`config.mk`:
```
export PLATFORM = sky130hd
export DESIGN_NAME = mtsp_mo_dispatch_seq
export DESIGN_NICKNAME = d
export VERILOG_FILES = /design/src/rtl/mtsp_mo_dispatch_seq.sv
export SDC_FILE = /design/constraint.sdc
export NUM_CORES = 1
export LEC_CHECK = 0
export BUFFER_PORTS_ARGS = -buffer_cell sky130_fd_sc_hd__buf_2
export CAP_MARGIN = 20
export CORE_MARGIN = 4
export CORE_UTILIZATION = 35
export DETAILED_ROUTE_END_ITERATION = 10
export MAX_ROUTING_LAYER = met4
export PLACE_DENSITY_LB_ADDON = 0.05
export SETUP_SLACK_MARGIN = 0.1
export SYNTH_ARGS = -nofsm -noshare
export SYNTH_HDL_FRONTEND = slang
export SYNTH_SLANG_ARGS = --single-unit
```
`constraint.sdc`:
```
create_clock -name CLK -period 7.99 [get_ports CLK]
set_input_delay 1.598 -clock CLK [delete_from_list [all_inputs] [get_ports CLK]]
set_output_delay 1.598 -clock CLK [all_outputs]
set_load 0.005 [all_outputs]
```
`src/rtl/mtsp_mo_dispatch_seq.sv`:
```
// Sequential MO dispatch: latches a PHASES-wide main/sub bundle and issues one per-lane descriptor word per cycle.
// Latency: accept at edge N -> first word valid after N+1; skipped phases cost no cycles; output holds under OUT_READY low.
module mtsp_mo_dispatch_seq #(
    parameter int LANES  = 4,
    parameter int PHASES = 2,
    parameter int MO_W   = 4,
    parameter int GPR_AW = 8
) (
    input  logic                         CLK,
    input  logic                         RST,
    input  logic                         IN_VALID,
    output logic                         IN_READY,
    input  logic [2*PHASES-1:0]          IN_nEN,
    input  logic [PHASES-1:0]            IN_MAIN_nALU,
    input  logic [2*PHASES*MO_W-1:0]     IN_MO,
    input  logic [2*PHASES-1:0]          IN_ALT,
    input  logic [2*PHASES-1:0]          IN_SEL,
    input  logic [PHASES*LANES-1:0]      IN_WMASK,
    input  logic [PHASES*LANES-1:0]      IN_MOMASK,
    input  logic [PHASES*(GPR_AW-2)-1:0] IN_DEST,
    input  logic [PHASES-1:0]            IN_SWITCH,
    input  logic [2*PHASES-1:0]          IN_EXT,
    input  logic [GPR_AW-1:0]            REF_ADDR_DEST,
    output logic                         OUT_VALID,
    input  logic                         OUT_READY,
    output logic [LANES*(MO_W+3)-1:0]    OUT_MODESC,
    output logic [LANES-1:0]             OUT_MASK,
    output logic [GPR_AW-1:0]            OUT_WADDR,
    output logic [2:0]                   OUT_PHASE,
    output logic                         OUT_LAST
);
    localparam int DW     = GPR_AW - 2;
    localparam int DESC_W = MO_W + 3;

    typedef enum logic {IDLE, ISSUE} state_t;
    state_t state, state_nxt;

    logic [2*PHASES-1:0]      b_nen;
    logic [PHASES-1:0]        b_nalu;
    logic [2*PHASES*MO_W-1:0] b_mo;
    logic [2*PHASES-1:0]      b_alt;
    logic [2*PHASES-1:0]      b_sel;
    logic [PHASES*LANES-1:0]  b_wmask;
    logic [PHASES*LANES-1:0]  b_momask;
    logic [PHASES*DW-1:0]     b_dest;
    logic [PHASES-1:0]        b_switch;
    logic [2*PHASES-1:0]      b_ext;
    logic [GPR_AW-1:0]        b_ref;
    logic [2:0]               ptr;

    logic [PHASES-1:0]        in_skip, b_skip;
    logic                     first_found, nxt_found;
    logic [2:0]               first_idx, nxt_idx;
    logic                     accept, load_ok;

    int                       pi;
    logic                     cur_sden, cur_mden;
    logic [LANES-1:0]         cur_mask;
    logic [LANES*DESC_W-1:0]  cur_desc;
    logic [1:0]               cur_ext;
    logic [GPR_AW-1:0]        cur_waddr;

    assign IN_READY = (state == IDLE) & ~RST;
    assign accept   = IN_VALID & IN_READY;
    assign load_ok  = ~OUT_VALID | OUT_READY;

    // A phase is skipped when no lane would write: main disabled, non-ALU main, or every lane masked.
    always_comb begin
        in_skip     = '0;
        b_skip      = '0;
        first_found = 1'b0;
        first_idx   = '0;
        nxt_found   = 1'b0;
        nxt_idx     = '0;
        for (int p = 0; p < PHASES; p++) begin
            in_skip[p] = IN_nEN[2*p] | IN_MAIN_nALU[p] | (&IN_WMASK[p*LANES +: LANES]);
            b_skip[p]  = b_nen[2*p] | b_nalu[p] | (&b_wmask[p*LANES +: LANES]);
        end
        for (int p = PHASES - 1; p >= 0; p--) begin
            if (!in_skip[p]) begin
                first_found = 1'b1;
                first_idx   = 3'(p);
            end
            if (!b_skip[p] && (3'(p) > ptr)) begin
                nxt_found = 1'b1;
                nxt_idx   = 3'(p);
            end
        end
    end

    always_comb begin
        pi       = int'(ptr);
        cur_mden = b_nen[2*pi];
        cur_sden = b_nen[2*pi+1];
        cur_mask = '0;
        cur_desc = '0;
        for (int l = 0; l < LANES; l++) begin
            cur_mask[l] = ~cur_sden & b_momask[pi*LANES+l];
            if (cur_mask[l])
                cur_desc[l*DESC_W +: DESC_W] = {cur_mden | b_nalu[pi] | b_wmask[pi*LANES+l],
                                                b_alt[2*pi+1], b_sel[2*pi+1],
                                                b_mo[(2*pi+1)*MO_W +: MO_W]};
            else
                cur_desc[l*DESC_W +: DESC_W] = {cur_mden | b_nalu[pi] | b_wmask[pi*LANES+l],
                                                b_alt[2*pi], b_sel[2*pi],
                                                b_mo[2*pi*MO_W +: MO_W]};
        end
        cur_ext   = (cur_sden | ~b_switch[pi]) ? 2'b00 : b_ext[2*pi +: 2];
        cur_waddr = {cur_ext, b_dest[pi*DW +: DW]};
        if (pi != 0)
            cur_waddr = cur_waddr + b_ref;
    end

    always_ff @(posedge CLK or posedge RST) begin
        if (RST)
            state <= IDLE;
        else
            state <= state_nxt;
    end

    always_comb begin
        state_nxt = state;
        case (state)
            IDLE:  if (accept && first_found) state_nxt = ISSUE;
            ISSUE: if (load_ok && !nxt_found) state_nxt = IDLE;
            default: state_nxt = IDLE;
        endcase
    end

    always_ff @(posedge CLK or posedge RST) begin
        if (RST) begin
            b_nen      <= '0;
            b_nalu     <= '0;
            b_mo       <= '0;
            b_alt      <= '0;
            b_sel      <= '0;
            b_wmask    <= '0;
            b_momask   <= '0;
            b_dest     <= '0;
            b_switch   <= '0;
            b_ext      <= '0;
            b_ref      <= '0;
            ptr        <= '0;
            OUT_VALID  <= 1'b0;
            OUT_MODESC <= '0;
            OUT_MASK   <= '0;
            OUT_WADDR  <= '0;
            OUT_PHASE  <= '0;
            OUT_LAST   <= 1'b0;
        end else begin
            if (accept) begin
                b_nen    <= IN_nEN;
                b_nalu   <= IN_MAIN_nALU;
                b_mo     <= IN_MO;
                b_alt    <= IN_ALT;
                b_sel    <= IN_SEL;
                b_wmask  <= IN_WMASK;
                b_momask <= IN_MOMASK;
                b_dest   <= IN_DEST;
                b_switch <= IN_SWITCH;
                b_ext    <= IN_EXT;
                b_ref    <= REF_ADDR_DEST;
                ptr      <= first_idx;
            end
            // In IDLE a load only retires the pending word; data fields keep their last value.
            if (load_ok) begin
                OUT_VALID <= (state == ISSUE);
                if (state == ISSUE) begin
                    OUT_MODESC <= cur_desc;
                    OUT_MASK   <= cur_mask;
                    OUT_WADDR  <= cur_waddr;
                    OUT_PHASE  <= ptr;
                    OUT_LAST   <= ~nxt_found;
                    ptr        <= nxt_idx;
                end
            end
        end
    end
endmodule

```
# Word-level counts from Yosys, hierarchy flattened

Index checks and enable logic that the tools add are counted.

Bits in registers: 121

Bitwise operators: 27
$lt $le $gt $ge: 9
Add/subtract/negate cells: 5
Reductions and logical operators: 13
Muxes and demuxes: 61
Shift-type cells: 4
Multiply operators: 1

Operator list:

| kind                | count |
|---|---|
| $mux 1              | 41 |
| $lt 32x4->1 const B | 1 |
| $lt 32x5->1 const B | 1 |
| $shiftx 16x32->4    | 1 |
| $mux 6              | 4 |
| $bmux 1 s3          | 6 |
| $reduce_and 4->1    | 4 |
| $shiftx 16x7->4     | 1 |
| $or 1x1->1          | 15 |
| $add 5x2->6 const B | 2 |
| $lt 6x4->1 const B  | 2 |
| $mux 3              | 4 |
| $shiftx 12x7->6     | 1 |
| $add 8x8->8         | 1 |
| $mux 8              | 1 |
| $add 5x1->6 const B | 1 |
| $and 1x1->1         | 6 |
| $bmux 1 s2          | 3 |
| $gt 1x3->1 const A  | 2 |
| $not 1->1           | 6 |
| $add 4x1->5 const B | 1 |
| $lt 5x4->1 const B  | 1 |
| $mul 3x2->5 const B | 1 |
| $shiftx 4x5->2      | 1 |
| other kinds (8)     | 13 |

# Logic depth before layout (Yosys ltp)

Gate-level depths: netlist of run 1.

Depth after elaboration: 10
Gate-level depth with buffers: 13
Gate-level depth less buffers: 10

# Least setup slack after synthesis of run 1

OpenSTA, ideal clock, no wires.

Path kind: input-to-output
Start: input port RST
End: output port IN_READY
Stages: 1
Path slack: 4.638 ns
Data required time: 6.392 ns
Arrival time: 1.754 ns
Cells stage by stage: nor2_1

Longest elaborated chain between the ends: 2

Ends and longest elaborated chain:

| what        | line | source |
|---|---|---|
| from (decl) | 10   | `input logic RST,` |
| $not 1->1   | 63   | `assign IN_READY = (state == IDLE) & ~RST;` |
| $and 1x1->1 | 63   |  |
| to (decl)   | 12   | `output logic IN_READY,` |

No other way between the ends.

# Final worst setup path of run 1

Same ends and word-level chain as after synthesis.

==> run_results.csv, run 1 <==
group,metric,value,unit
setup_path,startpoint_type,"primary input",
sta,relSlewSlack,45.12,%
floorplan,start_util,36.19,%
sta,fin_crit_sh,45.74,%
setup_path,worstPathArrival,2.06,ns
floorplan,core_area,15370,µm²
layout,diodes,0,
clock_tree,numCtsBuffers,17,
global_route,grt_first_pass_wirelength,24000,µm
global_route,antenna_found_initial,0,
global_route,grt_usage,17.67,%
layout,seq_area,3029,µm²
setup_path,r2r_setup_slack,5.15,ns
layout,fillers,1554,
layout,multi_input_area,2350,µm²
clock_tree,postCtsHoldBufs,0,
sta,holdWs,0.4653,ns
setup_path,cp_max_fo,3,
route,wl,14710,µm
power_and_ir_drop,power_leakage,0.003648,µW
route,ant_nets,0,
layout,layout-drive-gt1-share,23.55,%
layout,fin_util,45.75,%
global_route,grt_max_degree,82,
clock_tree,clk_pin_slew_worst_paths,0.05,ns
placed_design,hpwl,10140,µm
logic_synthesis,syn_inst,633,
clock_tree,htreeDepth,4,
route,dr.first_iter.drc_count,215,
setup_path,rr_endpoint,"OUT_WADDR[6]$_DFFE_PP0P_",
setup_path,end_kind,"output pin",
setup_path,crit_path_start,"RST",
setup_path,worstSetupPathType,"primary input to output pin",
floorplan,ios,122,
logic_synthesis,synth_warnings,0,
logic_synthesis,synth_nets,717,
clock_tree,clock_latency,0.42,ns
power_and_ir_drop,power_density,344.7,nW/µm²
setup_path,cp-endpoint,"IN_READY",
floorplan,die-area,17970,µm²
logic_synthesis,synth_cell_types,43,
placed_design,dp_slack,4.333,ns
logic_synthesis,syn_area_per_cell,8.788,µm²
sta,worst_slack,4.336,ns
placed_design,gp_congestion,0.7909,
logic_synthesis,ys_async_sr_fraction,100.0,%
power_and_ir_drop,max-vdd-ir-drop,160.2,µV
layout,area_delta_synth_final,26.41,%
power_and_ir_drop,fin_total_pwr,2424,µW
logic_synthesis,synth_seq_cells,121,
sta,worstMarginPinSlew,0.8231,ns
sta,max_freq,273.6,MHz
setup_path,worstPathRequired,6.39,ns
sta,final-hold-violation-count,0,
floorplan,die_w,134.1,µm
setup_path,worstReg2RegStart,"ptr[0]$_DFF_PP0_",
clock_tree,root_buffer,"clkbuf_16",
route,drc_errors,0,
global_route,gr-total-overflow,0,
sta,slew_viol_final,0,
clock_tree,cts_buffer_depth,2,
logic_synthesis,ys_seq_area_share,54.43,%
setup_path,rr_worst_depth,11,
logic_synthesis,ys.flop_type,"dfrtp_1",
sta,setup_viol,0,
route,vias_per_cell,4.713,
run_status,status,"finished, final reports clean",
sta,min_period,3.654,ns
route,num_vias,4576,
route,wl_per_cell,15.15,µm
sta,rsz0062_at_grt,"no",
sta,finClkSkew,0.006477,ns
sta,tns,0,ns
min_path,hp-class,"flop to flop",
clock_tree,postCtsResizedCells,0,
logic_synthesis,synth_edf_count,0,
clock_tree,post_cts_buffers,0,
clock_tree,clock_sinks,121,
clock_tree,cts_tree,"yes",
placed_design,io_buffers,121,
route,first_pass_iters,5,
layout,nNetsFinal,831,
logic_synthesis,syn_area,5563,µm²
global_route,grt_pass1_vias,4727,
floorplan,core.rowCount,45,
job,max-cap-violations,0,
floorplan,die_y,134.1,µm
-- through the flow --
step / std cells / cell area (µm²)
floorplan: 633 / 5563
global placement: 936 / 6345
detailed placement: 937 / 6365
CTS: 969 / 6997
global route: 971 / 7032
finish: 971 / 7032
-- placed cells by master, fill, tap and decap left out, types with 2 or more instances in the layout --
master and count:
a211oi_1 2, a21oi_1 22, a22oi_1 4, a31oi_1 6, and3_1 4, buf_2 121, buf_4 9, bufinv_16 4
clkbuf_1 3, clkbuf_16 17, clkbuf_8 4, clkinv_2 4, dfrtp_1 120, ha_1 7, inv_1 8, mux2_2 9
mux2i_1 21, nand2_1 270, nand2_2 2, nand2b_1 2, nand3_1 3, nand4_1 3, nor2_1 23, nor2b_1 2
nor3_1 17, o21a_1 2, o21ai_0 29, o21ai_1 9, o31a_1 4, o31ai_1 2, o32ai_1 4, xor2_1 3
-- cells in the mapped netlist, types with 2 or more instances --
cell | count | share of area (%)
mux2_2 | 9 | 1.8
mux2i_1 | 21 | 3.8
clkbuf_1 | 29 | 2.0
nand4_1 | 3 | 0.34
nor2b_1 | 2 | 0.22
nand2_1 | 272 | 18
a31oi_1 | 6 | 0.67
nand3_1 | 3 | 0.27
and2_1 | 2 | 0.22
buf_2 | 6 | 0.54
a211oi_1 | 2 | 0.27
and3_1 | 4 | 0.45
ha_1 | 7 | 1.6
nand2b_1 | 2 | 0.22
nor3_1 | 17 | 1.5
dfrtp_1 | 121 | 54
o32ai_1 | 4 | 0.63
o21ai_0 | 29 | 2.6
a21oi_1 | 22 | 2.0
nor2_1 | 23 | 1.6
xor2_1 | 3 | 0.47
o21a_1 | 2 | 0.27
o31a_1 | 4 | 0.63
o21ai_1 | 9 | 0.81
a22oi_1 | 4 | 0.54
o31ai_1 | 2 | 0.27
inv_1 | 9 | 0.61
-- power breakdown --
part / switching (µW) / internal [µW] / total (µW) / leakage [µW]
Sequential: 105 / 785 / 890 / 0.00151
Combinational: 406 / 309 / 716 / 0.00182
Clock: 265 / 553 / 818 / 0.000314
Total: 777 / 1650 / 2420 / 0.00365
-- routing by layer --
metal	part of all wire, %	vias to the layer above	track usage (%)
met1	50	2143	24.28
met3	4.2	20	4.689
met5	0	-	-
met4	1.9	0	6.674
li1	-	2311	-
met2	43	102	25.15
-- worst min-delay path by stage --
| stage | start | to | slack, ns | cells after the start |
|---|---|---|---|---|
| floorplan | b_switch[0]$_DFFE_PP0P_ | b_switch[0]$_DFFE_PP0P_ | 0.44 | 2 |
| global placement | OUT_PHASE[0]$_DFFE_PP0P_ | OUT_PHASE[0]$_DFFE_PP0P_ | 0.45 | 2 |
| detailed placement | OUT_PHASE[0]$_DFFE_PP0P_ | OUT_PHASE[0]$_DFFE_PP0P_ | 0.46 | 2 |
| CTS | OUT_PHASE[0]$_DFFE_PP0P_ | OUT_PHASE[0]$_DFFE_PP0P_ | 0.47 | 2 |
| global route | OUT_MODESC[9]$_DFFE_PP0P_ | OUT_MODESC[9]$_DFFE_PP0P_ | 0.49 | 2 |
| finish | OUT_PHASE[0]$_DFFE_PP0P_ | OUT_PHASE[0]$_DFFE_PP0P_ | 0.47 | 2 |
-- flip-flops by register name (all words and copies together), names as in the netlist --
register    count
b_mo           16
b_momask        8
OUT_MODESC     28
OUT_WADDR       8
b_switch        2
OUT_VALID       1
ptr             3
b_nen           4
OUT_PHASE       3
state           1
b_dest         12
b_nalu          2
OUT_MASK        4
b_sel           4
b_ext           4
b_ref           8
b_alt           4
b_wmask         8
OUT_LAST        1
-- kinds of logic after synthesis --
| family | Yosys count | share of synthesized area, % |
|---|---|---|
| AND/OR/NAND/NOR | 336 | 24.61 |
| flip-flops | 121 | 54.43 |
| AO/OA/AOI/OAI | 88 | 9.357 |
| buffers and inverters | 46 | 3.441 |
| multiplexers | 30 | 5.601 |
| adder cells (fa/ha/maj) | 8 | 1.934 |
| XOR/XNOR | 4 | 0.6299 |
-- cell type report --
type                    count  area share [%]
multi-input cells         466           33.42
well taps                 211           3.754
inverters                   9          0.5160
repair buffers            132           10.25
flip-flops and latches    121           43.08
clock inverters             8           1.993
clock buffers              24           6.993
-- worst max-delay path, stage by stage --
cell	delay (ns)
buf_2	0.12
nor2_1	0.19
buf_2	0.15
No activity file was read; power rests on OpenSTA's default activity.
==> inputs of run 2 (changes only) <==
==> constraint.sdc (replaced) <==
create_clock -name CLK -period 3.6 [get_ports CLK]
set_input_delay 0.72 -clock CLK [delete_from_list [all_inputs] [get_ports CLK]]
set_output_delay 0.72 -clock CLK [all_outputs]
set_load 0.005 [all_outputs]
==> run 2 against run 1 <==
Net effect: power increased by 120%; register-to-register slack lost 4.2 ns; combinational power is 120% higher; critical path depth is 7 higher; critical endpoint is now OUT_WADDR[6]$_DFFE_PP0P_.
==> run_results.csv, run 2 (synthesized netlist as in run 1, its figures left out) <==
group,metric,value,unit
sta,slew_viol_final,0,
layout,layout-drive-gt1-share,23.65,%
placed_design,io_buffers,121,
layout,fin_util,45.58,%
global_route,grt_max_degree,78,
sta,min_period,2.685,ns
clock_tree,clock_sinks,121,
power_and_ir_drop,max-vdd-ir-drop,379.7,µV
floorplan,core_area,15370,µm²
route,top_layer,"met4",
setup_path,startpoint_type,"flop",
layout,diodes,0,
floorplan,die_w,134.1,µm
placed_design,hpwl,10380,µm
clock_tree,postCtsResizedCells,0,
route,vias_per_cell,4.689,
sta,worstMarginPinSlew,0.9202,ns
route,wl_per_cell,14.97,µm
setup_path,worstSetupPathType,"flop to flop",
setup_path,rr_worst_depth,10,
placed_design,dp.cells,940,
global_route,grt_usage,17.84,%
setup_path,crit_path_start,"ptr[0]$_DFF_PP0_",
setup_path,end_kind,"flop",
route,first_pass_iters,4,
power_and_ir_drop,power_density,752.5,nW/µm²
clock_tree,clk_pin_slew_worst_paths,0.05,ns
layout,regMostFlops,"OUT_MODESC",
clock_tree,cts_tree,"yes",
sta,setup_viol,0,
floorplan,ios,122,
clock_tree,clock_latency,0.42,ns
clock_tree,postCtsHoldBufs,0,
setup_path,rr_endpoint,"OUT_WADDR[6]$_DFFE_PP0P_",
clock_tree,post_cts_buffers,0,
power_and_ir_drop,power_leakage,0.003620,µW
clock_tree,root_buffer,"clkbuf_16",
global_route,gr-total-overflow,0,
route,routed-wl-met2,6422,µm
setup_path,cp-endpoint,"OUT_WADDR[6]$_DFFE_PP0P_",
sta,max_freq,372.4,MHz
route,wl_met3,704,µm
route,ant_nets,0,
sta,holdWs,0.2608,ns
global_route,antenna_found_initial,0,
floorplan,die_y,134.1,µm
run_status,status,"finished, final reports clean",
layout,finalNonFillerCells,972,
floorplan,core.rowCount,45,
min_path,hp-class,"primary input to async pin",
setup_path,cp_max_fo,28,
sta,finClkSkew,0.008102,ns
setup_path,worstPathArrival,2.94,ns
sta,relSlewSlack,38.44,%
sta,rsz0062_at_grt,"no",
layout,final_common_cell,"nand2_1",
placed_design,gp_congestion,0.7903,
floorplan,start_util,36.19,%
layout,largest_reg_flops,28,
route,wl,14550,µm
setup_path,worstPathRequired,3.85,ns
layout,final_cell_mix,"nand2_1 (270), buf_2 (121), dfrtp_1 (120)",
layout,area_delta_synth_final,25.93,%
global_route,grt_first_pass_wirelength,24360,µm
route,num_vias,4558,
sta,tns,0,ns
setup_path,r2r_setup_slack,0.91,ns
sta,final-hold-violation-count,0,
route,dr.first_iter.drc_count,219,
sta,fin_crit_sh,74.59,%
route,drc_errors,0,
global_route,grt_pass1_vias,4708,
route,wl_met1,7258,µm
layout,top_regs,"OUT_MODESC: 28 flops, b_mo: 16 flops, b_dest: 12 flops",
floorplan,die-area,17970,µm²
setup_path,worstReg2RegStart,"ptr[0]$_DFF_PP0_",
job,max-cap-violations,0,
layout,nNetsFinal,832,
clock_tree,cts_buffer_depth,2,
clock_tree,numCtsBuffers,17,
clock_tree,htreeDepth,4,
==> run 2: metal layers <==
layer,track usage (%),vias up
li1,-,2319
met1,24.60,2130
met2,26.05,94
met3,4.314,15
met4,5.826,0
met5,-,-
==> run 2: worst max-delay path, cell delays in order, from the launching register on <==
cell and delay [ns]:
dfrtp_2 0.80, mux2i_1 0.25, nor2_1 0.06, ha_1 0.22
inv_1 0.07, fa_1 0.17, nor2b_1 0.06, o31a_1 0.28
or4_1 0.41, nand3_1 0.10, a31oi_1 0.08
==> run 2: through the flow <==
step	instance area [µm²]	power [µW]	worst slack [ns]
floorplan	5567	3001	0.9389
global placement	6401	3571	0.9704
detailed placement	6401	3609	0.9227
CTS	7005	5352	0.9143
global route	7005	5674	0.6974
finish	7005	5272	0.9148
==> run 2: how the worst min path moves through the flow <==
stage                                   from                       end  slack [ns]  depth (start not counted)
detailed placement       b_mo[5]$_DFFE_PP0P_       b_mo[5]$_DFFE_PP0P_        0.46                          2
floorplan            b_switch[0]$_DFFE_PP0P_   b_switch[0]$_DFFE_PP0P_        0.44                          2
CTS                                      RST      b_nen[2]$_DFFE_PP0P_        0.26                          2
global route                             RST      b_nen[2]$_DFFE_PP0P_        0.28                          2
finish                                   RST      b_nen[2]$_DFFE_PP0P_        0.26                          2
global placement    OUT_PHASE[0]$_DFFE_PP0P_  OUT_PHASE[0]$_DFFE_PP0P_        0.46                          2
==> run 2: area by class of cell <==
type | count | area [µm²]
Fill cell | 1557 | 8366
Sequential cell | 121 | 3029
Multi-Input combinational cell | 466 | 2350
Timing Repair Buffer | 133 | 720.7
Clock buffer | 26 | 519.2
Tap cell | 211 | 264.0
Clock inverter | 6 | 85.08
Inverter | 9 | 37.54
==> run 2: power breakdown <==
group | switching (µW) | leakage (µW) | total [µW] | internal, µW
Clock | 586 | 0.000293 | 1710 | 1130
Sequential | 277 | 0.00151 | 2020 | 1740
Combinational | 855 | 0.00182 | 1540 | 685
Total | 1720 | 0.00362 | 5270 | 3550
==> inputs of run 3 (changes only) <==
==> constraint.sdc (replaced) <==
create_clock -name CLK -period 2.7 [get_ports CLK]
set_input_delay 0.54 -clock CLK [delete_from_list [all_inputs] [get_ports CLK]]
set_output_delay 0.54 -clock CLK [all_outputs]
set_load 0.005 [all_outputs]
==> run 3 against run 2 <==
Net effect: cell count is 0.31% higher; via count is 1.1% higher; clock-buffer cell count is 4 lower; non-clock buffer count is 5 higher; worst setup slack worse by 0.70 ns; global-route usage is 0.49 points lower; routed wire length is 0.82% lower; critical path depth stayed put; maximum frequency is 8.0% higher; worst hold slack better by 0.031 ns; combinational power is 38% higher.
==> run_results.csv, run 3 (synthesized netlist as in run 1, its figures left out) <==
group,metric,value,unit
global_route,grt_use_met1,24.87,%
route,wl,14430,µm
route,wl_per_cell,14.80,µm
setup_path,worstReg2RegStart,"ptr[0]$_DFF_PP0_",
sta,min_period,2.486,ns
sta,setup_viol,0,
setup_path,startpoint_type,"flop",
clock_tree,clock_latency,0.42,ns
layout,largest_reg_flops,28,
floorplan,die_w,134.1,µm
power_and_ir_drop,fin_total_pwr,7074,µW
layout,fillers,1548,
global_route,use_met3,5.289,%
power_and_ir_drop,power_density,1002,nW/µm²
floorplan,die_y,134.1,µm
clock_tree,cts_buffer_depth,2,
global_route,gr-total-overflow,0,
clock_tree,clk_pin_slew_worst_paths,0.05,ns
global_route,use_met2,23.25,%
route,vias_per_cell,4.727,
setup_path,crit_slowest_cell,"dfrtp_2",
clock_tree,postCtsHoldBufs,0,
route,ant_nets,0,
layout,layout-drive-gt1-share,24.08,%
setup_path,worstPathArrival,2.78,ns
clock_tree,root_buffer,"clkbuf_16",
setup_path,cp_max_fo,9,
layout,top_regs,"OUT_MODESC: 28 flops, b_mo: 16 flops, b_dest: 12 flops",
clock_tree,htreeDepth,4,
clock_tree,clock_sinks,121,
placed_design,hpwl,10360,µm
setup_path,cp_top_family,"simple AND/OR/NAND/NOR gates",
clock_tree,postCtsResizedCells,0,
route,drc_errors,0,
setup_path,slowest_delay,0.50,ns
power_and_ir_drop,power_leakage,0.003651,µW
setup_path,worstPathRequired,3.00,ns
sta,relSlewSlack,53.23,%
clock_tree,cts_tree,"yes",
setup_path,crit_path_start,"ptr[0]$_DFF_PP0_",
layout,diodes,0,
sta,slew_viol_final,0,
sta,tns,0,ns
min_path,hp-class,"primary input to async pin",
global_route,antenna_found_initial,0,
sta,worstMarginPinSlew,0.7016,ns
floorplan,ios,122,
sta,finClkSkew,0.008377,ns
global_route,grt_usage,17.35,%
global_route,grt_first_pass_wirelength,23790,µm
setup_path,end_kind,"flop",
route,num_vias,4609,
floorplan,die-area,17970,µm²
route,dr.first_iter.drc_count,233,
setup_path,crit_chain,"or3b_4 -> nand2_1 -> nand2_1 -> nor2_1 -> ha_1 -> nand4_1 -> a21oi_1 -> and3b_1 -> xnor2_1 -> a221o_1",
placed_design,io_buffers,121,
clock_tree,numCtsBuffers,17,
global_route,grt_max_degree,122,
sta,max_freq,402.2,MHz
layout,area_delta_synth_final,26.88,%
layout,regMostFlops,"OUT_MODESC",
setup_path,worstSetupPathType,"flop to flop",
layout,final_cell_mix,"nand2_1 (270), buf_2 (121), dfrtp_1 (120)",
route,first_pass_iters,4,
sta,fin_crit_sh,92.08,%
placed_design,gp_congestion,0.8059,
global_route,grt_pass1_vias,4587,
global_route,busiest_layer,"met1",
job,max-cap-violations,0,
clock_tree,post_cts_buffers,0,
setup_path,crit_path_frequent_cell,"nand2_1",
sta,final-hold-violation-count,0,
setup_path,cp_num_buf_inv,0,
run_status,status,"finished, final reports clean",
floorplan,core.rowCount,45,
layout,final_common_cell,"nand2_1",
sta,rsz0062_at_grt,"no",
floorplan,start_util,36.19,%
floorplan,core_area,15370,µm²
layout,nNetsFinal,837,
power_and_ir_drop,max-vdd-ir-drop,464.0,µV
[run 3: path summary, 6_finish.rpt]
path,endpoint,slack (ns),cells past startpoint
worst max-delay path,OUT_WADDR[7]$_DFFE_PP0P_,0.21,10
worst min-delay path,b_ref[5]$_DFFE_PP0P_,0.29,3
worst max register to register,OUT_WADDR[7]$_DFFE_PP0P_,0.21,10
worst min register to register,b_switch[0]$_DFFE_PP0P_,0.47,2
max in group asynchronous,OUT_MODESC[16]$_DFFE_PP0P_,1.84,3
min in group CLK,b_mo[6]$_DFFE_PP0P_,0.31,3
[run 3: worst register-to-register path, stage by stage (launching register included)]
cell     delay (ns)
dfrtp_2        0.50
or3b_4         0.43
nand2_1        0.10
nand2_1        0.07
nor2_1         0.13
ha_1           0.24
nand4_1        0.12
a21oi_1        0.13
and3b_1        0.20
xnor2_1        0.12
a221o_1        0.32
[run 3: stage by stage]
stage          hold slack [ns]  std cells  worst slack [ns]  cell area [µm²]  utilization, %
5_1_grt                 0.3015        975            0.1159             7058           45.92
4_1_cts                 0.2915        975            0.2160             7058           45.92
2_1_floorplan           0.4380        633            0.1497             5572               -
3_3_place_gp            0.4563        945            0.2917             6464           42.05
6_report                0.2921        975            0.2140             7058           45.92
3_5_place_dp            0.4567        945            0.2325             6464           42.05
[run 3: where the power goes]
group | switching (µW) | internal [µW]
clock network | 779 | 1510
logic | 1190 | 942
registers | 335 | 2320
total | 2300 | 4770
[run 3: final cells by class]
class	count	area [µm²]	area share (%)
Clock buffer	22	474.2	6.719
Multi-Input combinational cell	466	2350	33.29
Inverter	9	37.54	0.5318
Sequential cell	121	3029	42.92
Clock inverter	8	120.1	1.702
Tap cell	211	264.0	3.740
Timing Repair Buffer	138	783.3	11.10
[run 3: per-layer routing]
| layer | vias up | wire [µm] |
|---|---|---|
| li1 | 2322 | - |
| met3 | 19 | 739 |
| met2 | 109 | 6127 |
| met1 | 2159 | 7347 |
| met5 | - | 0 |
| met4 | 0 | 217 |
